===== config.mk =====
export PLATFORM = sky130hd
export DESIGN_NAME = guess_game_ctrl
export DESIGN_NICKNAME = d
export VERILOG_FILES = /design/src/rtl/guess_game_pkg.sv /design/src/rtl/cmp_decode.sv /design/src/rtl/guess_game_ctrl.sv
export SDC_FILE = /design/constraint.sdc
export NUM_CORES = 1
export LEC_CHECK = 0
export ABC_AREA = 1
export BUFFER_PORTS_ARGS = -buffer_cell sky130_fd_sc_hd__buf_2
export CORE_ASPECT_RATIO = 0.75
export CORE_MARGIN = 3
export CORE_UTILIZATION = 25
export CTS_CLUSTER_DIAMETER = 40
export DETAILED_ROUTE_END_ITERATION = 7
export SLEW_MARGIN = 20
export SYNTH_ARGS = -nofsm -noshare
export SYNTH_HDL_FRONTEND = slang
export SYNTH_SLANG_ARGS = --single-unit

===== constraint.sdc =====
create_clock -name clk -period 1.8 [get_ports clk]
set_input_delay 0.27 -clock clk [delete_from_list [all_inputs] [get_ports clk]]
set_output_delay 0.27 -clock clk [all_outputs]
set_load 0.02 [all_outputs]

===== src/rtl/guess_game_pkg.sv =====
// rtl/guess_game_pkg.sv - shared encodings for the number-guessing controller
package guess_game_pkg;

    localparam logic [2:0] ST_IDLE  = 3'd0;
    localparam logic [2:0] ST_ARMED = 3'd1;
    localparam logic [2:0] ST_EVAL  = 3'd2;
    localparam logic [2:0] ST_WIN   = 3'd3;
    localparam logic [2:0] ST_LOSE  = 3'd4;

    typedef enum logic [2:0] {
        IDLE  = ST_IDLE,
        ARMED = ST_ARMED,
        EVAL  = ST_EVAL,
        WIN   = ST_WIN,
        LOSE  = ST_LOSE
    } state_t;

    // Comparator result codes are active-low one-hot.
    localparam logic [2:0] CMP_GT = 3'b011;
    localparam logic [2:0] CMP_LT = 3'b110;
    localparam logic [2:0] CMP_EQ = 3'b101;

    localparam logic [1:0] HINT_NONE = 2'b00;
    localparam logic [1:0] HINT_LOW  = 2'b01;
    localparam logic [1:0] HINT_HIGH = 2'b10;
    localparam logic [1:0] HINT_ERR  = 2'b11;

endpackage


===== src/rtl/cmp_decode.sv =====
// rtl/cmp_decode.sv - combinational decode of the comparator result code
module cmp_decode
    import guess_game_pkg::*;
(
    input  logic [2:0] cmp_y,
    output logic       gt,
    output logic       lt,
    output logic       eq,
    output logic       illegal
);

    assign gt      = (cmp_y == CMP_GT);
    assign lt      = (cmp_y == CMP_LT);
    assign eq      = (cmp_y == CMP_EQ);
    assign illegal = !(gt || lt || eq);

endmodule


===== src/rtl/guess_game_ctrl.sv =====
// rtl/guess_game_ctrl.sv - game FSM driving an external magnitude comparator
module guess_game_ctrl
    import guess_game_pkg::*;
#(
    parameter int WIDTH     = 4,
    parameter int MAX_TRIES = 7,
    parameter int CNT_W     = 3
) (
    input  logic             clk,
    input  logic             rst_n,
    input  logic             load_target,
    input  logic [WIDTH-1:0] target_in,
    input  logic             guess_valid,
    output logic             guess_ready,
    input  logic [WIDTH-1:0] guess_in,
    output logic [WIDTH-1:0] cmp_a,
    output logic [WIDTH-1:0] cmp_b,
    input  logic [2:0]       cmp_y,
    output logic [1:0]       hint,
    output logic [CNT_W-1:0] tries,
    output logic             win,
    output logic             lose
);

    state_t           state;
    logic             gt, lt, eq, illegal;
    logic [CNT_W-1:0] tries_inc;

    cmp_decode u_cmp_decode (
        .cmp_y   (cmp_y),
        .gt      (gt),
        .lt      (lt),
        .eq      (eq),
        .illegal (illegal)
    );

    assign guess_ready = (state == ARMED);
    assign tries_inc   = tries + CNT_W'(1);

    always_ff @(posedge clk or negedge rst_n) begin
        if (!rst_n) begin
            state <= IDLE;
            cmp_a <= '0;
            cmp_b <= '0;
            hint  <= HINT_NONE;
            tries <= '0;
            win   <= 1'b0;
            lose  <= 1'b0;
        end else if (load_target) begin
            // A new game always wins over a guess offered in the same cycle.
            state <= ARMED;
            cmp_a <= target_in;
            hint  <= HINT_NONE;
            tries <= '0;
            win   <= 1'b0;
            lose  <= 1'b0;
        end else begin
            case (state)
                ARMED: begin
                    if (guess_valid) begin
                        cmp_b <= guess_in;
                        state <= EVAL;
                    end
                end
                EVAL: begin
                    case ({gt, lt, eq, illegal})
                        4'b0010: begin
                            hint  <= HINT_NONE;
                            win   <= 1'b1;
                            state <= WIN;
                        end
                        4'b1000, 4'b0100: begin
                            hint <= gt ? HINT_LOW : HINT_HIGH;
                            if (tries != CNT_W'(MAX_TRIES))
                                tries <= tries_inc;
                            if (tries_inc >= CNT_W'(MAX_TRIES)) begin
                                lose  <= 1'b1;
                                state <= LOSE;
                            end else begin
                                state <= ARMED;
                            end
                        end
                        default: begin
                            // Garbage from the comparator is flagged but not charged to the player.
                            hint  <= HINT_ERR;
                            state <= ARMED;
                        end
                    endcase
                end
                WIN, LOSE, IDLE: state <= state;
                default: state <= IDLE;
            endcase
        end
    end

endmodule


==> reports/metrics.cfg, run 1 <==
[run_status]
status = completed

[routing]
ant_nets = 0
wire_per_inst_um = 10.38
drt-pass1-iter-count = 4
vias = 822
dr.first_iter.drc_count = 46
drc = 0
drt-total-wl_um = 1920
avgViaCountPerCell = 4.443

[global_route]
grt_pass1_wl_um = 3332
grt_pass1_vias = 800
grt_max_degree = 19
antenna_found_initial = 0
grt-ovfl-total = 0
grtUsageTotal_pct = 10.13

[critical_path]
crit_path_end_kind = register
critPathArrivalTime_ps = 1580
r2r_cells = 9
worst_setup_path_start_kind = register
critPathMaxFanout = 5
r2r_slack_ps = 340
required_ps = 1920
crit_type = reg -> reg

[floorplanning]
die_h_um = 57.48
ios = 31
start_util_pct = 26.50
die-area_mm2 = 0.004290
core_mm2 = 0.003333
fp-row-count = 18
die_w_um = 74.64

[cts]
clock_latency_ps = 250
cts_tree = yes
clkTransAtPathRegs_ps = 60
cts.sink_count = 18
ctsLongestPathBuffers = 2
cts.htree.levels = 1
cts_setup_buffers = 0
hold_buffers = 1
cts_root_buffer = clkbuf_8
cts-buffers-inserted = 3
ctsResizeCount = 0

[logic_synthesis]
ys_warn_count = 0
yosys-mux-area-fraction_pct = 0
synth_edf_count = 0
synthAdderAreaFrac_pct = 4.249
synth_top_family_by_area = simple AND/OR/NAND/NOR gates
synth_cell_types = 14
syn_area_um2 = 883.3
synthTopCellsByArea = dfrtp_1 (51%), nand2_1 (17%), nand3_1 (6.8%)
synth-xor-area-share_pct = 0
yosys.area_share.simple_pct = 33.85
netlist.area_leader.share_pct = 50.99
synth_common_cells = nand2_1 (39), dfrtp_1 (18), nand3_1 (12)
syn_nets = 130
async_flop_share_pct = 100.0
ys_seq_area_share_pct = 50.99
yosysTopAreaCell = dfrtp_1
netlist_instances = 112
synth_most_common_cell = nand2_1
avgSynthCellArea_um2 = 7.887
synth_compound_area_share_pct = 4.249
synth_seq_cells = 18
synth-main-ff-cell = dfrtp_1

[timing]
timing.final.crit_share_pct = 81.19
relSlewSlack_pct = 72.87
period_needed_ps = 1461
setup_viol = 0
hold_ws_ps = 222.5
fin_skew_ps = 7.460
tns_ps = 0
slew_violations = 0
rsz0062_at_grt = no
max_freq_mhz = 684.3
worst_slew_pin_slew_ps = 406.9
finalHoldViolCount = 0

[finish]
antenna-diode-count = 0
fill_cells = 369
seqCellArea_um2 = 450.4
multi_input_area_um2 = 374.1
nets = 164
drive_gt1_share_pct = 27.59
area_delta_synth_final_pct = 28.89

[power_and_ir_drop]
p_leak_uw = 0.0006616
powerDensity_mw_per_mm2 = 899.2
vdd_ir_drop_max_mv = 0.3159

[placement]
gp_congestion = 0.7703
hpwl_um = 1511
portBuffers = 30

[hold_path]
hold_depth = 3
hold_path.class = in -> reg

[run]
maxCapViolations = 0

-- layout make-up --
class,count,share of cell area [%]
multi-input combinational,79,32.86
clock buffer,4,4.835
sequential,18,39.56
timing repair buffer,31,14.07
tap,40,4.396
inverter,13,4.286
-- worst max-delay path, cell delays in order, from the launching register on --
cell     delay (ps)
dfrtp_1         420
ha_1            210
ha_1            280
inv_1            50
nor2_1           80
nand2_1          50
nand2_1          70
nand2_1          50
nand2_1          60
nand3_1          60
-- layer usage --
layer | global-route usage (%) | vias up | wire length (um)
met3 | 4.225 | 2 | 133
met5 | 0 | - | 0
met1 | 12.26 | 376 | 809
met2 | 16.02 | 23 | 954
met4 | 3.807 | 0 | 22
li1 | - | 421 | -
-- cells in the final DEF (no fill, tap or decap) --
cell	netlist	layout
o211ai_1	1	1
nand2_1	39	39
buf_2	2	30
inv_1	11	11
dfrtp_1	18	18
nor2_2	2	2
clkbuf_8	0	4
ha_1	3	3
nand3_1	12	12
nor2_1	11	11
o21ai_1	4	4
nand4_1	3	3
dlygate4sd3_1	0	1
a21oi_1	2	2
inv_2	2	2
nand3_2	2	2
-- sequential cells by signal (all words and copies together), names as in the netlist --
signal and flops:
win 1, hint 2, cmp_b 4, state 3, cmp_a 4, tries 3, lose 1
-- final timing paths --
| path | startpoint | end |
|---|---|---|
| worst min register to register | cmp_a[3] | cmp_a[3] |
| min in group asynchronous | rst_n | hint[1] |
| worst max register to register | tries[0] | state[0] |
| worst max-delay path | tries[0] | state[0] |
| worst min-delay path | target_in[1] | cmp_a[1] |
| max in group asynchronous | rst_n | lose |
-- cells by family after synthesis --
logic type,after synthesis
AOI/OAI and AO/OA,7
adders and majority gates,3
buffers and inverters,15
and+or+nand+nor,69
DFF,18
-- stage by stage --
step / worst slack (ps) / cell area (um^2) / total power (uW) / util (%) / instances
3_5_place_dp: 337.7 / 1074 / 706.1 / 32.21 / 180
6_report: 338.6 / 1139 / 1024 / 34.16 / 185
5_1_grt: 149.2 / 1139 / 1091 / 34.16 / 185
2_1_floorplan: 332.3 / 883.3 / 621.5 / - / 112
3_3_place_gp: 390.3 / 1074 / 699.1 / 32.21 / 180
4_1_cts: 321.2 / 1139 / 1039 / 34.16 / 185
-- where the power goes --
| part | total (uW) | internal [uW] | switching (uW) |
|---|---|---|---|
| registers | 472 | 448 | 24.0 |
| logic | 224 | 77.5 | 147 |
| clock network | 328 | 194 | 134 |
Note: power is estimated with default switching activity, not from simulation.
==> run 2, diff against run 1 <==
- clock period: 1.8 -> 1.38 ns (I/O delays scaled with it)
==> run 2 against run 1 <==
Non-clock buffer count increased by 3. Critical path depth unchanged. Sequential share of layout area fell by 1.7 points. Die area stayed put. Combinational power increased by 38%. Clock-buffer cell count did not move. Worst setup slack got worse by 320 ps. Flip-flop and latch count did not move. Critical path type unchanged. Critical endpoint unchanged. Largest power group unchanged.
==> reports/metrics.cfg, run 2 (synthesized netlist as in run 1, its figures left out) <==
[routing]
ant_nets = 0  ; unchanged
dr.first_iter.drc_count = 23  ; was 46
drt-total-wl_um = 1974  ; was 1920 um
drt-pass1-iter-count = 4  ; unchanged
avgViaCountPerCell = 4.346  ; was 4.443
vias = 817  ; was 822
drc = 0  ; unchanged
wire_per_inst_um = 10.50  ; was 10.38 um

[finish]
reg_top3 = cmp_a: 4 flops, cmp_b: 4 flops  ; unchanged
fin_util_pct = 35.89  ; was 34.16%
area_delta_synth_final_pct = 35.41  ; was 28.89%
drive_gt1_share_pct = 33.78  ; was 27.59%
final_common_cell = nand2_1  ; unchanged
nets = 167  ; was 164
multi_input_area_um2 = 404.1  ; was 374.1 um^2
antenna-diode-count = 0  ; unchanged
instances_no_fill = 188  ; was 185
layout_common_cells = nand2_1 (38), buf_2 (29), dfrtp_1 (16)  ; was nand2_1 (39), buf_2 (30), dfrtp_1 (18)
seqCellArea_um2 = 452.9  ; was 450.4 um^2
fill_cells = 359  ; was 369

[timing]
timing.final.crit_share_pct = 98.32  ; was 81.19%
relSlewSlack_pct = 73.66  ; was 72.87%
fin_skew_ps = 6.109  ; was 7.460 ps
setup_viol = 0  ; unchanged
max_freq_mhz = 737.0  ; was 684.3 MHz
period_needed_ps = 1357  ; was 1461 ps
finalHoldViolCount = 0  ; unchanged
hold_ws_ps = 149.1  ; was 222.5 ps
worst_slew_pin_slew_ps = 395.2  ; was 406.9 ps
slew_violations = 0  ; unchanged
rsz0062_at_grt = yes  ; was no

[critical_path]
r2r_slack_ps = 20  ; was 340 ps
r2r-end = state[0]  ; unchanged
crit_path_end_kind = register  ; unchanged
required_ps = 1510  ; was 1920 ps
critPathMaxFanout = 3  ; was 5
critPathArrivalTime_ps = 1490  ; was 1580 ps
crit_type = reg -> reg  ; unchanged
worst_setup_path_start_kind = register  ; unchanged
r2r_start = tries[0]  ; unchanged
r2r_cells = 9  ; unchanged

[floorplanning]
start_util_pct = 26.50  ; unchanged
fp-row-count = 18  ; unchanged
ios = 31  ; unchanged
core_mm2 = 0.003333  ; unchanged
die-area_mm2 = 0.004290  ; unchanged
die_h_um = 57.48  ; unchanged
die_w_um = 74.64  ; unchanged

[placement]
portBuffers = 30  ; unchanged
gp_congestion = 0.7038  ; was 0.7703
hpwl_um = 1541  ; was 1511 um
post-place-cells = 181  ; was 180

[hold_path]
hold_end = cmp_a[3]  ; was cmp_a[1]
hold_path.class = in -> reg  ; unchanged
hold_depth = 3  ; unchanged
hp-start = target_in[3]  ; was target_in[1]

[power_and_ir_drop]
powerDensity_mw_per_mm2 = 1133  ; was 899.2 mW/mm^2
power.share.switching_pct = 29.93  ; was 29.76%
p_int_uw = 949.7  ; was 719.2 uW
finalPower_uw = 1355  ; was 1024 uW
clock_power_share_pct = 31.7  ; was 32.0%
p_leak_uw = 0.0006683  ; was 0.0006616 uW
p_comb_share_pct = 22.9  ; was 21.9%
vdd_ir_drop_max_mv = 0.5105  ; was 0.3159 mV
p_switching_uw = 405.7  ; was 304.7 uW
pwr-share-seq_pct = 45.4  ; was 46.1%

[cts]
clock_latency_ps = 260  ; was 250 ps
cts-buffers-inserted = 3  ; unchanged
clkTransAtPathRegs_ps = 70  ; was 60 ps
cts_tree = yes  ; unchanged
ctsLongestPathBuffers = 2  ; unchanged
cts_root_buffer = clkbuf_8  ; unchanged
cts.sink_count = 18  ; unchanged
cts.htree.levels = 1  ; unchanged

[run_status]
status = completed  ; unchanged

[global_route]
grt-ovfl-total = 0  ; unchanged
antenna_found_initial = 0  ; unchanged
grtUsageTotal_pct = 10.60  ; was 10.13%
grt_pass1_wl_um = 3594  ; was 3332 um
grt_max_degree = 19  ; unchanged
grt_pass1_vias = 872  ; was 800

[run]
maxCapViolations = 0  ; unchanged

run 2: cell types whose count changed in the layout (fill, tap and decap cells not counted), sizes merged:
cell  previous run  this run
buf             30        33
run 2: final cells by class:
type,instances,share of cell area (%)
repair buffers,34,15.48
clock buffers,4,4.602
flip-flops and latches,18,37.87
well taps,40,4.184
multi-input cells,79,33.79
inverters,13,4.079
run 2: worst max-delay path: stages (launching register included):
cell     delay, ps
dfrtp_2        430
ha_4           170
ha_4           260
inv_2           40
nor2_2          60
nand2_1         60
nand2_2         60
nand2_1         40
nand2_1         60
nand3_1         60
run 2: what timing repair did:
item / CTS / global route
setup buffers: 1 / 1
hold buffers: 1 / 0
gates resized for setup: 1 / 3
pin swaps: 0 / 2
setup endpoints to repair: 1 / 4
hold endpoints to repair: 18 / 0
run 2: metrics by stage:
stage	worst slack, ps	TNS, ps	cell area, um^2
global placement	17.54	0	1109
floorplan	-0.6003	-0.6003	910.9
finish	23.12	0	1196
global route	-81.60	-126.7	1196
CTS	7.491	0	1181
detailed placement	-10.16	-10.16	1109
run 2: power groups by stage:
stage	sequential (uW)	clock (uW)	combinational (uW)
2_1_floorplan	689	0	123
3_3_place_gp	624	0	289
3_5_place_dp	627	0	299
4_1_cts	617	441	303
5_1_grt	624	461	347
6_report	616	430	310
run 2: worst max path at each step:
stage,endpoint,slack (ps),from
floorplan,state[0],-0.6,tries[0]
global placement,state[0],20,tries[1]
detailed placement,state[0],-10,tries[1]
CTS,state[0],7,tries[1]
global route,state[0],-80,tries[0]
finish,state[0],20,tries[0]
run 2: per-layer routing:
layer | vias to the layer above | GRT usage, % | wire [um]
li1 | 430 | - | -
met1 | 368 | 14.13 | 904
met2 | 17 | 16.27 | 946
met3 | 2 | 3.521 | 115
met4 | 0 | 3.299 | 8
met5 | - | 0 | 0
